File: src/rtl/lsu_pkg.sv
// Shared types for the load/store unit: funct3 access encodings and FSM states.
package lsu_pkg;

    typedef enum logic [2:0] {
        F3_B  = 3'b000,
        F3_H  = 3'b001,
        F3_W  = 3'b010,
        F3_BU = 3'b100,
        F3_HU = 3'b101
    } lsu_funct3_e;

    typedef enum logic [1:0] {
        IDLE = 2'd0,
        REQ  = 2'd1,
        WAIT = 2'd2,
        RESP = 2'd3
    } lsu_state_e;

endpackage

File: src/rtl/lsu_mem_if.sv
// Memory request/response channel between the LSU (master) and the memory (slave).
interface lsu_mem_if #(
    parameter int DataWidth = 32
);
    // Request: mem_req_o and all request fields stay stable until mem_gnt_i is
    // sampled high; the transfer happens on that edge. Response: mem_rvalid_i is
    // a single-cycle strobe qualifying mem_rdata_i, with no back-pressure.
    logic                 mem_req_o;
    logic                 mem_gnt_i;
    logic                 mem_we_o;
    logic [3:0]           mem_be_o;
    logic [DataWidth-1:0] mem_addr_o;
    logic [DataWidth-1:0] mem_wdata_o;
    logic                 mem_rvalid_i;
    logic [DataWidth-1:0] mem_rdata_i;

    modport master (
        output mem_req_o, mem_we_o, mem_be_o, mem_addr_o, mem_wdata_o,
        input  mem_gnt_i, mem_rvalid_i, mem_rdata_i
    );

    modport slave (
        input  mem_req_o, mem_we_o, mem_be_o, mem_addr_o, mem_wdata_o,
        output mem_gnt_i, mem_rvalid_i, mem_rdata_i
    );

endinterface

File: src/rtl/lsu_align.sv
// Combinational byte-lane logic: byte enables, store replication, load
// extraction/extension and the illegal/misaligned check.
module lsu_align
    import lsu_pkg::*;
(
    input  logic        we,
    input  logic [2:0]  funct3,
    input  logic [1:0]  offset,
    input  logic [31:0] wdata,
    input  logic [31:0] rdata,
    output logic [3:0]  be,
    output logic [31:0] wdata_rep,
    output logic [31:0] load_data,
    output logic        err
);

    logic [31:0] shifted;
    logic        illegal;
    logic        misaligned;

    always_comb begin
        be         = 4'b0000;
        wdata_rep  = wdata;
        load_data  = 32'h0;
        illegal    = 1'b0;
        misaligned = 1'b0;
        shifted    = rdata >> {offset, 3'b000};

        case (funct3[1:0])
            2'b00: begin
                be        = 4'b0001 << offset;
                wdata_rep = {4{wdata[7:0]}};
            end
            2'b01: begin
                be         = 4'b0011 << offset;
                wdata_rep  = {2{wdata[15:0]}};
                misaligned = offset[0];
            end
            2'b10: begin
                be         = 4'b1111;
                misaligned = (offset != 2'b00);
            end
            default: illegal = 1'b1;
        endcase

        // Stores have no unsigned variants; loads additionally reject 110.
        if (we) begin
            illegal = illegal | funct3[2];
        end else begin
            illegal = illegal | (funct3 == 3'b110);
        end

        case (funct3)
            F3_B:    load_data = {{24{shifted[7]}}, shifted[7:0]};
            F3_H:    load_data = {{16{shifted[15]}}, shifted[15:0]};
            F3_W:    load_data = shifted;
            F3_BU:   load_data = {24'h0, shifted[7:0]};
            F3_HU:   load_data = {16'h0, shifted[15:0]};
            default: load_data = 32'h0;
        endcase

        err = illegal | misaligned;
    end

endmodule

File: src/rtl/lsu.sv
// Load/store unit: one core request at a time, turned into a single word-aligned
// memory transaction with byte enables, or rejected early on a bad access.
module lsu
    import lsu_pkg::*;
#(
    parameter int DataWidth = 32
) (
    input  logic                 clk_i,
    input  logic                 rst_ni,
    input  logic                 req_i,
    input  logic                 we_i,
    input  logic [2:0]           funct3_i,
    input  logic [DataWidth-1:0] addr_i,
    input  logic [DataWidth-1:0] wdata_i,
    output logic [DataWidth-1:0] rdata_o,
    output logic                 done_o,
    output logic                 err_o,
    output logic                 stall_o,
    output lsu_state_e           state_o,
    lsu_mem_if.master            mem
);

    lsu_state_e           state;
    logic                 we_q;
    logic [2:0]           f3_q;
    logic [DataWidth-1:0] addr_q;
    logic [DataWidth-1:0] wdata_q;

    logic                 idle;
    logic                 in_req;
    logic                 sel_we;
    logic [2:0]           sel_f3;
    logic [1:0]           sel_off;
    logic [DataWidth-1:0] sel_wdata;
    logic [3:0]           al_be;
    logic [DataWidth-1:0] al_wdata;
    logic [DataWidth-1:0] al_load;
    logic                 al_err;

    assign idle   = (state == IDLE);
    assign in_req = (state == REQ);

    // In IDLE the aligner checks the incoming op; afterwards it works on the latched op.
    assign sel_we    = idle ? we_i           : we_q;
    assign sel_f3    = idle ? funct3_i       : f3_q;
    assign sel_off   = idle ? addr_i[1:0]    : addr_q[1:0];
    assign sel_wdata = idle ? wdata_i        : wdata_q;

    lsu_align u_align (
        .we        (sel_we),
        .funct3    (sel_f3),
        .offset    (sel_off),
        .wdata     (sel_wdata),
        .rdata     (mem.mem_rdata_i),
        .be        (al_be),
        .wdata_rep (al_wdata),
        .load_data (al_load),
        .err       (al_err)
    );

    assign mem.mem_req_o   = in_req;
    assign mem.mem_we_o    = in_req & we_q;
    assign mem.mem_be_o    = in_req ? al_be : 4'b0000;
    assign mem.mem_addr_o  = in_req ? {addr_q[DataWidth-1:2], 2'b00} : '0;
    assign mem.mem_wdata_o = (in_req && we_q) ? al_wdata : '0;

    assign stall_o = req_i & ~done_o;
    assign state_o = state;

    always_ff @(posedge clk_i or negedge rst_ni) begin
        if (!rst_ni) begin
            state   <= IDLE;
            we_q    <= 1'b0;
            f3_q    <= 3'b000;
            addr_q  <= '0;
            wdata_q <= '0;
            rdata_o <= '0;
            done_o  <= 1'b0;
            err_o   <= 1'b0;
        end else begin
            done_o <= 1'b0;
            err_o  <= 1'b0;
            case (state)
                IDLE: begin
                    if (req_i) begin
                        if (al_err) begin
                            state  <= RESP;
                            done_o <= 1'b1;
                            err_o  <= 1'b1;
                        end else begin
                            state   <= REQ;
                            we_q    <= we_i;
                            f3_q    <= funct3_i;
                            addr_q  <= addr_i;
                            wdata_q <= wdata_i;
                        end
                    end
                end
                REQ: begin
                    if (mem.mem_gnt_i) begin
                        state <= WAIT;
                    end
                end
                WAIT: begin
                    if (mem.mem_rvalid_i) begin
                        state  <= RESP;
                        done_o <= 1'b1;
                        if (!we_q) begin
                            rdata_o <= al_load;
                        end
                    end
                end
                RESP: begin
                    state <= IDLE;
                end
                default: state <= IDLE;
            endcase
        end
    end

endmodule

File: src/flat_wrapper.sv
// flat-port wrapper written by rule: the top's interface ports become plain ports
module lsu_flat import lsu_pkg::*;
#(
    parameter int DataWidth = 32
)
  (clk_i, rst_ni, req_i, we_i, funct3_i, addr_i, wdata_i, rdata_o, done_o, err_o, stall_o, state_o, mem_mem_req_o, mem_mem_we_o, mem_mem_be_o, mem_mem_addr_o, mem_mem_wdata_o, mem_mem_gnt_i, mem_mem_rvalid_i, mem_mem_rdata_i);
  lsu_mem_if #(.DataWidth(DataWidth)) mem_i ();
  input  logic clk_i;
  input  logic rst_ni;
  input  logic req_i;
  input  logic we_i;
  input  logic [2:0] funct3_i;
  input  logic [DataWidth-1:0] addr_i;
  input  logic [DataWidth-1:0] wdata_i;
  output logic [DataWidth-1:0] rdata_o;
  output logic done_o;
  output logic err_o;
  output logic stall_o;
  output lsu_state_e state_o;
  output wire logic [$bits(mem_i.mem_req_o)-1:0] mem_mem_req_o;
  output wire logic [$bits(mem_i.mem_we_o)-1:0] mem_mem_we_o;
  output wire logic [$bits(mem_i.mem_be_o)-1:0] mem_mem_be_o;
  output wire logic [$bits(mem_i.mem_addr_o)-1:0] mem_mem_addr_o;
  output wire logic [$bits(mem_i.mem_wdata_o)-1:0] mem_mem_wdata_o;
  input wire logic [$bits(mem_i.mem_gnt_i)-1:0] mem_mem_gnt_i;
  input wire logic [$bits(mem_i.mem_rvalid_i)-1:0] mem_mem_rvalid_i;
  input wire logic [$bits(mem_i.mem_rdata_i)-1:0] mem_mem_rdata_i;
  assign mem_mem_req_o = mem_i.mem_req_o;
  assign mem_mem_we_o = mem_i.mem_we_o;
  assign mem_mem_be_o = mem_i.mem_be_o;
  assign mem_mem_addr_o = mem_i.mem_addr_o;
  assign mem_mem_wdata_o = mem_i.mem_wdata_o;
  assign mem_i.mem_gnt_i = mem_mem_gnt_i;
  assign mem_i.mem_rvalid_i = mem_mem_rvalid_i;
  assign mem_i.mem_rdata_i = mem_mem_rdata_i;
  lsu #(.DataWidth(DataWidth)) u_core (.clk_i(clk_i), .rst_ni(rst_ni), .req_i(req_i), .we_i(we_i), .funct3_i(funct3_i), .addr_i(addr_i), .wdata_i(wdata_i), .rdata_o(rdata_o), .done_o(done_o), .err_o(err_o), .stall_o(stall_o), .state_o(state_o), .mem(mem_i));
endmodule
File: config.mk
export PLATFORM = sky130hd
export DESIGN_NAME = lsu_flat
export DESIGN_NICKNAME = d
export VERILOG_FILES = /design/src/rtl/lsu_pkg.sv /design/src/rtl/lsu_mem_if.sv /design/src/rtl/lsu_align.sv /design/src/rtl/lsu.sv /design/src/flat_wrapper.sv
export SDC_FILE = /design/constraint.sdc
export NUM_CORES = 1
export LEC_CHECK = 0
export CELL_PAD_IN_SITES_DETAIL_PLACEMENT = 1
export CELL_PAD_IN_SITES_GLOBAL_PLACEMENT = 1
export CORE_MARGIN = 2
export CORE_UTILIZATION = 39
export CTS_BUF_LIST = sky130_fd_sc_hd__clkbuf_16
export CTS_CLUSTER_DIAMETER = 80
export DETAILED_ROUTE_END_ITERATION = 12
export PLACE_DENSITY = 0.95
export SYNTH_ARGS = -nofsm -noshare
export SYNTH_HDL_FRONTEND = slang
export SYNTH_HIERARCHICAL = 1
export SYNTH_SLANG_ARGS = --single-unit
export TNS_END_PERCENT = 20
File: constraint.sdc
create_clock -name clk_i -period 5.5 [get_ports clk_i]
set_input_delay 1.1 -clock clk_i [delete_from_list [all_inputs] [get_ports clk_i]]
set_output_delay 1.1 -clock clk_i [all_outputs]
set_load 0.01 [all_outputs]
After elaboration in Yosys (flattened, before gate mapping)
Cells that the tools add are included.

Shift-type cells: 3. Div/mod/pow operators: 0. Multiply operators: 0. Bitwise gates (word level): 8. $add $sub $neg: 0. Multiplexer cells: 23. Order comparisons: 0. Equality and inequality tests: 13. Reduce and logical (&&, ||, !) cells: 9.

Operators by type and width (number): case mux 32 bit (5 select lines) (1); two-way mux 32 bit (3); case mux 32 bit (2 select lines) (1); right shift 32 x 5 -> 32 bit (1); case mux 4 bit (3 select lines) (1); two-way mux 2 bit (5); == test 3 bit, second input constant (3); AND reduction 3 bit (3); case mux 2 bit (4 select lines) (1); two-way mux 1 bit (7); == test 2 bit, second input constant (3); != test 2 bit, second input constant (3); == test 2 x 1 -> 1 bit, second input constant (2); zero test 2 bit (2); two-way mux 4 bit (1); case mux 1 bit (2 select lines) (2); << shifter 1 x 2 -> 4 bit, first input constant (1); << shifter 2 x 2 -> 4 bit, first input constant (1); == test 3 x 1 -> 1 bit, second input constant (1); == test 3 x 2 -> 1 bit, second input constant (1); zero test 3 bit (1); two-way mux 3 bit (1); inverter 1 bit (3); OR 1 bit (3); 4 further kinds (5).

Bits of input ports: 105. Bits in latches: 0. Bits in writable memories: 0. Bits in registers: 104. Output and inout bits: 107. Memories kept: 0. ROM bits: 0.

Depth between registers and ports, before layout
Word-level depth: 11. Mapped depth: 14. Depth with buffers taken out: 11.

By module
Netlist, hierarchy kept.

By module, submodules not included: lsu (cells an instance 358, area an instance 4992.3 sq um, instances 1); lsu_align (cells an instance 189, area an instance 1376.3 sq um, instances 1).

Least setup slack after synthesis
No wires, ideal clock.

Path type: flip-flop to output port. From: reg u_core.state[0] (netlist: u_core/state_o[0]). To: out mem_mem_wdata_o[18]. Stages on the path, launching flop included: 13. Data arrival time: 2.746 ns. Path slack: 1.654 ns. Cells stage by stage: dfrtp_1 inv_1 ha_1 buf_2 buf_2 mux2_2 inv_1 ha_1 buf_2 nor2_2 buf_2 mux2_2 and3_1.

Longest elaborated chain between the ends: 5.

Ends and longest elaborated chain: start, declared (line lsu.sv:23) `lsu_state_e state;`; start signal, assigned (line lsu.sv:72) `state <= IDLE;`; start signal, assigned (line lsu.sv:87) `state <= RESP;`; start signal, assigned (line lsu.sv:91) `state <= REQ;`; zero test 2 bit * (line lsu.sv:40) `assign idle = (state == IDLE);`; two-way mux 3 bit * (line lsu.sv:45) `assign sel_f3 = idle ? funct3_i : f3_q;`; net u_core.sel_f3[1] (line lsu.sv:32) `logic [2:0] sel_f3;`; == test 2 x 1 -> 1 bit / zero test 2 bit (equally long branches) (line lsu_align.sv:29) `case (funct3[1:0])`; case mux 32 bit (2 select lines) * (line lsu_align.sv:29); net u_core.al_wdata[18] (line lsu.sv:36) `logic [DataWidth-1:0] al_wdata;`; two-way mux 32 bit * (line lsu.sv:65) `assign mem.mem_wdata_o = (in_req && we_q) ? al_wdata : '0;`; end, declared (line flat_wrapper.sv:24) `output wire logic [$bits(mem_i.mem_wdata_o)-1:0] mem_mem_wdata_o;`.

The timed path passes the listed nets; every way through them passes the cells marked *.

Worst setup path in the final report
From: in funct3_i[1]. To: out mem_mem_wdata_o[9].

Longest elaborated chain between the ends: 4.

Ends and longest elaborated chain: start, declared (line flat_wrapper.sv:12) `input logic [2:0] funct3_i;`; two-way mux 3 bit * (line lsu.sv:45); net u_core.sel_f3[1] (line lsu.sv:32); == test 2 x 1 -> 1 bit / zero test 2 bit (equally long branches) (line lsu_align.sv:29); case mux 32 bit (2 select lines) * (line lsu_align.sv:29); net u_core.al_wdata[9] (line lsu.sv:36); two-way mux 32 bit * (line lsu.sv:65).

Marked as above.

==> results.toml <==
[power_and_ir_drop]
seqPwrFrac_pct = 25.6
netSwitchingFraction_pct = 39.9
p_int_mw = 3.13
p_comb_share_pct = 62.5
irDropWorstVdd_v = 0.000256
power_frac_clock_pct = 11.9
p_switching_mw = 2.08
p_leak_nw = 3.86
power_per_cell_area_nw_per_um2 = 597

[clock_tree]
cts_buffers = 9
clk_path_buf_depth = 2
h-tree-depth = 3
cts_tree = "yes"
path_clk_slew_ns = 0.08
cts.hold.buffers_added = 0
clk_latency_ns = 0.35
ctsResizeCount = 0
cts_root_buf = "clkbuf_16"
cts_sinks = 104
cts_setup_buffers = 0

[timing]
fmax_ghz = 0.205
rsz0062_at_grt = "false"
worst_slack_ns = 0.632
period_share_pct = 88.5
slew_viol_final = 0
worstMarginPinSlew_ns = 1.00
max_slew_margin_pct = 33.3
fin_tns_setup_ns = 0
setup_violations = 0
period_needed_ns = 4.87
final_hold_viol_count = 0
skew_ns = 0.00689

[worst_setup_path]
path_class = "in2out"
endpoint_kind = "output pin"
cp.arrival_ns = 3.77
cp_max_fo = 9
start_kind = "input port"
worstPathRequired_ns = 4.40

[logic_synthesis]
yosys_warnings = 6
synth_top_area_share_pct = 40.9
synth_top_area_cell = "dfrtp_1"
ys_seq_area_share_pct = 40.9
yosysUniqueCellTypes = 43
yosys-top-cells-area = "dfrtp_1 (41%), mux2_2 (24%), mux2_4 (4.7%)"
syn-cell-area_um2 = 6370
synth_flop_cell = "dfrtp_1"
ys_seq_elements = 104
async_flop_share_pct = 100
synth_edf_count = 0
synthCells = 547
syn_avg_cell_area_um2 = 11.6

[routing]
avgRoutedWirePerCell_um = 21.0
avgViaCountPerCell = 5.29
vias = 5003
drc = 0
antenna_left = 0
drt-total-wl_um = 19800
firstDrtPassIters = 4
drt-initial-drc-count = 172

[global_route]
grt_use_total_pct = 22.9
overflow = 0
antenna_found_initial = 0
grt_max_degree = 60
grt_pass1_wl_um = 31500
grt_pass1_vias = 5624

[die]
core-area_um2 = 15900
initial_core_util_pct = 39.9
fp.dieH_um = 132
io_pins = 212
die_area_um2 = 17400
die_x_um = 132
num_rows = 46

[status]
status = "finished, final reports clean"

[final_layout]
mostFrequentLayoutCells = "clkdlybuf4s50_1 (208), mux2_2 (138), dfrtp_1 (104)"
drive_gt1_share_pct = 26.3
antenna_cells = 0
fillers = 1712
syn_to_final_growth_pct = 37.0
nets = 838
final_common_cell = "clkdlybuf4s50_1"

[worst_hold_path]
hold_path_class = "reg2reg"

[placement]
gp_congestion = 0.837
dpl_worst_slack_ns = 0.640
port_buffers = 209
hpwl_um = 14700

[flow_run]
drv_cap = 0
## synth_stat cells (all sizes together) (3+ instances only)
cell type and instances:
o31ai 3, a22o 8, o21ai 11, and3 33
o211ai 16, a211oi 7, mux2 162, dfrtp 104
and2 35, a22oi 15, nor2b 3, clkbuf 14
nand2 38, ha 9, buf 38, nor2 14
mux2i 11, inv 8
## flip-flops by register name (all words and copies together) (netlist names)
name and flops:
u_core/we_q 1, u_core/wdata_q 32, u_core/f3_q 3, u_core/err_o 1
u_core/addr_q 32, u_core/rdata_o 32, u_core/state_o 2, u_core/done_o 1
## layout make-up
type,instances,area [um2],share of cell area (%)
clock buffers,9,225,2.58
clock inverters,7,51.3,0.588
inverters,8,30.0,0.344
multi-input cells,384,3400,38.9
flip-flops and latches,104,2600,29.8
well taps,216,270,3.10
repair buffers,217,2150,24.6
## worst max-delay path: stages
cell and delay (ns):
clkdlybuf4s50_1 0.41, mux2_2 0.34, inv_1 0.10, ha_1 0.35
buf_4 0.23, nand2b_1 0.31, a22o_1 0.21, and3_1 0.17
clkdlybuf4s50_1 0.53
## path summary, 6_finish.rpt
kind | start | endpoint | slack [ns] | depth (start not counted)
max | funct3_i[1] | mem_mem_wdata_o[9] | 0.63 | 9
min | u_core/rdata_o[1] | u_core/rdata_o[1] | 0.50 | 1
max reg2reg | u_core/state_o[1] | u_core/f3_q[2] | 1.51 | 11
min reg2reg | u_core/rdata_o[1] | u_core/rdata_o[1] | 0.50 | 1
max in group asynchronous | rst_ni | u_core/we_q | 3.51 | 2
min in group asynchronous | rst_ni | u_core/addr_q[16] | 0.81 | 1
## power by group through the flow
| stage | clock network, mW | logic [mW] | registers (mW) |
|---|---|---|---|
| after floorplan | 0 | 2.23 | 1.30 |
| after global placement | 0 | 3.13 | 1.30 |
| after detailed placement | 0 | 3.24 | 1.34 |
| after CTS | 0.642 | 3.26 | 1.33 |
| after global routing | 0.674 | 3.49 | 1.38 |
| final | 0.621 | 3.25 | 1.33 |
## stage by stage
step | power [mW] | util, % | instances | hold WS [ns] | instance area [um2]
global route | 5.54 | 54.7 | 945 | 0.525 | 8730
finish | 5.21 | 54.7 | 945 | 0.497 | 8730
global placement | 4.42 | 53.0 | 929 | 0.480 | 8450
floorplan | 3.53 | - | 548 | 0.471 | 6370
detailed placement | 4.59 | 53.0 | 929 | 0.485 | 8450
CTS | 5.24 | 54.7 | 945 | 0.502 | 8730
## metal layers
layer / vias up / wire length (um) / GRT usage [%]
li1: 2294 / - / -
met1: 2494 / 8000 / 26.9
met2: 192 / 10300 / 41.5
met3: 23 / 1250 / 5.57
met4: 0 / 310 / 6.46
met5: - / 0 / 0
## cells by family after synthesis
family | Yosys count | share of synthesized area (%)
muxes | 173 | 31.6
DFF | 104 | 40.9
AOI/OAI and AO/OA | 66 | 7.78
and+or+nand+nor | 134 | 12.1
buffers and inverters | 60 | 5.87
adders and majority gates | 9 | 1.77
other | 1 | 0.0589
Power figures use the tool's default switching activity.
